<file path="src/rtl/stereo_sample_fifo.sv">
// Circular FIFO of stereo (left+right) sample pairs with a first-word-fall-through
// valid/ready read side and a sticky overflow flag for writes dropped while full.
module stereo_sample_fifo #(
    parameter int NUMBER_OF_BITS = 8,
    parameter int DEPTH          = 8,
    parameter int ADDR_W         = 3
) (
    input  logic                      clk,
    input  logic                      reset,
    input  logic                      in_valid,
    input  logic [NUMBER_OF_BITS-1:0] in_left,
    input  logic [NUMBER_OF_BITS-1:0] in_right,
    input  logic                      out_ready,
    output logic                      out_valid,
    output logic [NUMBER_OF_BITS-1:0] out_left,
    output logic [NUMBER_OF_BITS-1:0] out_right,
    output logic [ADDR_W:0]           count,
    output logic                      full,
    output logic                      empty,
    output logic                      overflow
);

    localparam int                CNT_W      = ADDR_W + 1;
    localparam int                ENTRY_W    = 2 * NUMBER_OF_BITS;
    localparam logic [CNT_W-1:0]  FULL_COUNT = CNT_W'(DEPTH);

    logic [ENTRY_W-1:0] r_mem [DEPTH];
    logic [ADDR_W-1:0]  r_wr_ptr;
    logic [ADDR_W-1:0]  r_rd_ptr;
    logic [CNT_W-1:0]   r_count;
    logic               r_overflow;

    logic               w_push;
    logic               w_pop;
    logic               w_empty;
    logic               w_full;
    logic [ENTRY_W-1:0] w_head;

    // Status is decoded from the stored count only, so out_valid never sees out_ready.
    assign w_empty = (r_count == '0);
    assign w_full  = (r_count == FULL_COUNT);
    assign w_pop   = ~w_empty & out_ready;
    assign w_push  = in_valid & (~w_full | w_pop);
    assign w_head  = r_mem[r_rd_ptr];

    assign out_valid = ~w_empty;
    assign out_left  = w_empty ? '0 : w_head[ENTRY_W-1:NUMBER_OF_BITS];
    assign out_right = w_empty ? '0 : w_head[NUMBER_OF_BITS-1:0];
    assign count     = r_count;
    assign full      = w_full;
    assign empty     = w_empty;
    assign overflow  = r_overflow;

    // NOTE: the storage array has no reset; its contents are masked by empty, and
    // leaving it out of reset lets it map onto plain RAM.
    always_ff @(posedge clk) begin
        if (!reset && w_push) begin
            r_mem[r_wr_ptr] <= {in_left, in_right};
        end
    end

    // NOTE: state registers use non-blocking assignments so every update within the
    // edge sees the pre-edge values of push/pop and the pointers.
    always_ff @(posedge clk) begin
        if (reset) begin
            r_wr_ptr   <= '0;
            r_rd_ptr   <= '0;
            r_count    <= '0;
            r_overflow <= 1'b0;
        end else begin
            if (w_push) begin
                r_wr_ptr <= r_wr_ptr + ADDR_W'(1);
            end
            if (w_pop) begin
                r_rd_ptr <= r_rd_ptr + ADDR_W'(1);
            end
            case ({w_push, w_pop})
                2'b10:   r_count <= r_count + CNT_W'(1);
                2'b01:   r_count <= r_count - CNT_W'(1);
                default: r_count <= r_count;
            endcase
            if (in_valid && !w_push) begin
                r_overflow <= 1'b1;
            end
        end
    end

endmodule

</file>
<file path="config.mk">
export PLATFORM = sky130hd
export DESIGN_NAME = stereo_sample_fifo
export DESIGN_NICKNAME = d
export VERILOG_FILES = /design/src/rtl/stereo_sample_fifo.sv
export SDC_FILE = /design/constraint.sdc
export NUM_CORES = 1
export LEC_CHECK = 0
export CORE_MARGIN = 2
export CORE_UTILIZATION = 52
export CTS_CLUSTER_SIZE = 28
export DETAILED_ROUTE_END_ITERATION = 10
export PLACE_DENSITY = 0.77
export SKIP_CTS_REPAIR_TIMING = 1
export SLEW_MARGIN = 5
export SYNTH_ARGS = -nofsm -noshare
export SYNTH_HDL_FRONTEND = slang
export SYNTH_SLANG_ARGS = --single-unit
</file>
<file path="constraint.sdc">
create_clock -name clk -period 2.7 [get_ports clk]
set_clock_uncertainty 0.1 [all_clocks]
set_input_delay 0.27 -clock clk [delete_from_list [all_inputs] [get_ports clk]]
set_output_delay 0.27 -clock clk [all_outputs]
set_load 0.005 [all_outputs]
</file>
---- Yosys cells after proc, flatten, opt, wreduce, memory -nomap -nowiden ----
Memories as Yosys holds them, arrays and structs flattened. A register that Yosys moved wholly into a read port is not among the register bits.
Index checks and enable logic that the tools add are counted.
cells by class
  bitwise operators ....................... 5
  eq/ne operators ......................... 3
  reduce and logical (&&, ||, !) cells .... 6
  mux-type cells .......................... 7
  add/sub/neg operators ................... 4
operators with widths
  operator                                           count
  two-way mux 8 bit                                  2
  case mux 4 bit (2 select lines)                    1
  adder 3 x 1 -> 3 bit (second input constant)       2
  two-way mux 3 bit                                  2
  adder 4 x 1 -> 4 bit (second input constant)       1
  == test 4 bit (second input constant)              1
  logical NOT 4 bit                                  1
  subtractor 4 x 1 -> 4 bit (second input constant)  1
  bitwise AND 1 bit                                  2
  == test 2 x 1 -> 1 bit (second input constant)     1
  == test 2 bit (second input constant)              1
  logical AND 1 bit                                  2
  logical NOT 1 bit                                  2
  two-way mux 1 bit                                  2
  NOT 1 bit                                          2
  nonzero test 2 bit                                 1
  bitwise OR 1 bit                                   1
word-level totals
  register bits ........................... 11
  memories kept ........................... 1
  output and inout bits ................... 24
  input port bits ......................... 20
  logic and storage cells ................. 30
  bits in writable memories ............... 128
memories
  memory  words  bits a word  rd ports  clocked after Yosys merged registers in  write ports  line  source
  r_mem   8      16           1         1                                        1            27    logic [ENTRY_W-1:0] r_mem [DEPTH];

---- Logic depth before layout (Yosys ltp) ----
  depth in word-level cells ............... 8
  mapped depth ............................ 10
  gate-level depth less buffers ........... 9

---- Worst setup path after synthesis ----
No wires, ideal clock.
  path type ............................... reg-to-reg
  start point ............................. register r_count[0], in the netlist count[0]
  end point ............................... memory r_mem[0][0] (netlist bit), enable pin
  path buffers ............................ 0
  stages on the path, launching flop included .. 4
  data required time ...................... 2,164 ps
  data arrival time ....................... 2,463 ps
  period minus slack after synthesis ...... 2,999 ps
  setup slack ............................. -299 ps
  path through ............................ dfxtp_1 or3_4 o21ai_4 nor4b_1
on the way
  longest elaborated chain between the ends .. 8
  elaborated cells on any way between the ends .. 10
  classes of those cells .................. eq/ne (1); mux (2); bitwise (5); reduce/logical (2)
RTL lines
  item                                       line  source
  start: declaration                         30    logic [CNT_W-1:0] r_count;
  start signal: assignment                   78    2'b10: r_count <= r_count + CNT_W'(1);
  start signal: assignment                   79    2'b01: r_count <= r_count - CNT_W'(1);
  start signal: assignment                   80    default: r_count <= r_count;
  logical NOT 4 bit                          40    assign w_empty = (r_count == '0);
  NOT 1 bit                                  42    assign w_pop = ~w_empty & out_ready;
  bitwise AND 1 bit                          42
  bitwise OR 1 bit *                         43    assign w_push = in_valid & (~w_full | w_pop);
  bitwise AND 1 bit *                        43
  logical AND 1 bit *                        57    if (!reset && w_push) begin
  two-way mux 1 bit *                        57
  two-way mux 1 bit (implied by the code) *  58    r_mem[r_wr_ptr] <= {in_left, in_right};
  end: declaration                           27
Every way passes the cells marked *; elsewhere a longest branch is shown, timed or not.

==> qor.log <==
qor: yosys.synthDominantAreaCellType edfxtp_1
qor: setup_path.crit_family multiplexers
qor: yosys.ys.flop_type edfxtp_1
qor: power_and_ir_drop.vdd.ir_drop.worst 0.000723 V
qor: timing.hold_viol 0
qor: routing.drt_drc_violations_left 0
qor: yosys.synthesis.instances 293
qor: yosys.synthesized_flop_and_latch_total 142
qor: power_and_ir_drop.p_leak 0.00250 uW
qor: timing.relSlewSlack 64.5%
qor: clocking.tritoncts.num_buffers 17
qor: clocking.htree_levels 4
qor: setup_path.max_stage_delay 0.51 ns
qor: clocking.clock_tree_from_tritoncts built
qor: setup_path.cp.buffers_inverters 2
qor: setup_path.critPathKind register to output port
qor: outcome.outcome completed
qor: finish.finish.utilization 66.8%
qor: yosys.post_synth.cell_area_avg 19.3 sq um
qor: die.die_h 108 microns
qor: setup_path.path_cells buf_8, mux4_2, mux2i_1, nor2_1, clkdlybuf4s50_1
qor: clocking.clk_root_buffer_cell clkbuf_8
qor: clocking.cts_buffer_depth 2
qor: die.io_pins 44
qor: placement.dpl-instance-area 0.00635 sq mm
qor: die.die-area 0.0117 sq mm
qor: worst_hold_path.holdCritPathClass input pin to register
qor: placement.placed_cells_incl_taps 476
qor: power_and_ir_drop.fin_total_pwr 7180 uW
qor: die.placeableCoreArea 0.0107 sq mm
qor: routing.antenna_violating_nets_post_route 0
qor: routing.drt_iter0_drcs 256
qor: grt.grt_overflow 0
qor: timing.timing_max_transition_violations_final 0
qor: yosys.synth_enable_flop_cells 128
qor: setup_path.rrSetupSlack 0.21 ns
qor: yosys.synth.net_count 318
qor: routing.via_count_normalized_by_instance_count 5.64
qor: routing.via_count 2956
qor: placement.routabilityCongestion 0.784
qor: grt.first_pass_grt_wire_length 16700 microns
qor: clocking.numClockSinks 142
qor: finish.multi_input_logic_area 0.00148 sq mm
qor: routing.drt-total-wl 11500 microns
qor: yosys.yosys-top-cells-count edfxtp_1 (128), nor2_1 (33), mux4_2 (32)
qor: finish.post-route-cell-area 0.00718 sq mm
qor: routing.post_drt_wl_per_cell 22.0 microns
qor: grt.track_usage 20.4%
qor: yosys.proportion_of_synthesized_chip_area_in_sequential_cells 73.0%
qor: job.drv.max_cap_violation_count 0
qor: placement.number_of_port_buffers 43
qor: clocking.clk-insertion-delay-late 0.52 ns
qor: finish.post_route_cells_drive_above_1_share 28.1%
qor: timing.fmax 376 MHz
qor: timing.setup_repair_after_global_routing_missed_its_margin true
qor: yosys.area_share_of_the_largest_cell_type_after_synthesis 68.0%
qor: yosys.synthTopCellsByArea edfxtp_1 (68%), mux4_2 (13%), dfxtp_1 (5.0%)
qor: grt.grt_antenna_before_repair 0
qor: setup_path.cp-end-kind output port
qor: finish.area.growth.synth_to_final 27.1%
qor: routing.drtPass1Iterations 4
qor: die.die_w 108 microns
qor: timing.shortest_period_the_worst_path_allows 2.66 ns
qor: yosys.mappedNetlistArea 0.00565 sq mm
qor: setup_path.crit_required 2.33 ns
qor: timing.timing.hold.ws 0.369 ns
qor: timing.fin_crit_sh 98.4%
qor: setup_path.worst_setup_path_start_kind register
qor: finish.seq_area 0.00413 sq mm
qor: setup_path.worst-endpoint-arrival 2.29 ns
qor: yosys.count_of_warnings_emitted_by_yosys 0
qor: finish.finish.cell_count_without_fillers 524
qor: die.floorplan.initialDensity 52.6%
qor: finish.finalNetCount 396
qor: setup_path.cpMaxStageDelayCell mux4_2
qor: power_and_ir_drop.pwr_density_cell 1000 mW/mm^2
qor: finish.antenna_cells_inserted 0
qor: grt.grt_pass1_vias 2963
qor: placement.dp.final_hpwl 5810 microns
qor: clocking.clkTransAtPathRegs 0.06 ns
qor: finish.n_fill_cell 698
qor: setup_path.path_max_fanout 8
qor: grt.pin_count_of_the_biggest_net_entering_global_routing 33
qor: die.placementRows 38
qor: yosys.yosysUniqueCellTypes 39
qor: yosys.post-synth-top-count-cell edfxtp_1
qor: timing.worst_slew_pin_slew 0.529 ns
qor: timing.finalSetupViolations 0
qor: yosys.synth-async-reset-ratio 0%
-- layout by cell type, fill, tap and decap left out, types with 2 or more instances in the layout --
cell,netlist,layout
buf_4,4,24
nor2_1,33,33
clkbuf_16,0,18
a21oi_1,3,3
inv_6,0,5
xor2_1,4,4
nand3b_1,2,2
clkdlybuf4s50_1,0,32
mux4_2,32,32
nor3_2,0,3
bufinv_16,0,4
clkinv_4,0,2
xnor2_1,3,3
mux2i_1,19,17
buf_12,0,2
nand3_1,4,4
inv_1,4,4
mux2i_2,0,2
edfxtp_1,128,128
nand2_1,4,4
o211ai_1,2,2
dlymetal6s2s_1,0,11
ha_1,4,4
dfxtp_1,14,13
clkinvlp_4,0,3
-- cell families (layout without fill, tap and decap cells) --
logic type	count (synthesis)	in the layout	synth area share [%]
DFF	142	142	73.0
muxes	51	51	16.1
and+or+nand+nor	58	58	4.98
AOI/OAI and AO/OA	11	11	1.73
buffers and inverters	19	110	1.90
adders and majority gates	5	5	1.24
xor gates and xnor gates	7	7	1.08
-- stage by stage --
stage / worst slack [ns] / TNS [ns]
detailed placement: 0.180 / 0
floorplan: 0.305 / 0
CTS: -0.262 / -3.91
finish: 0.0425 / 0
global route: -0.0352 / -0.161
global placement: 0.296 / 0
-- report_power, final --
part | total (uW) | switching [uW] | internal (uW)
combinational | 2140 | 914 | 1220
sequential | 2610 | 114 | 2500
clock | 2430 | 917 | 1510
-- state kept, by name, indices dropped and copies added, names as in the netlist, named ones only --
name / flops
r_mem: 128
count: 4
r_rd_ptr: 3
r_wr_ptr: 3
overflow: 1
-- per-layer routing --
layer	vias up	share of wire [%]	global-route usage (%)
met5	-	0	0
met4	0	1.5	8.33
met2	127	52	33.9
li1	1326	-	-
met3	16	8.6	6.15
met1	1487	38	25.3
-- cell type report --
class,count,share of cell area [%]
tap,140,2.44
inverter,5,0.366
clock inverter,15,2.89
sequential,142,57.5
clock buffer,17,5.77
multi-input combinational,132,20.6
timing repair buffer,73,10.5
-- worst paths after layout --
check / from / to / cells past startpoint
min: in_left[2] / r_mem[0][10]$_DFFE_PP_ / 1
max reg2reg: count[1]$_SDFFE_PP0P_ / count[3]$_SDFFE_PP0P_ / 9
max: register / out_right[5] / 5
min reg2reg: overflow$_SDFFE_PP0P_ / overflow$_SDFFE_PP0P_ / 2
No activity file was read; power rests on OpenSTA's default activity.
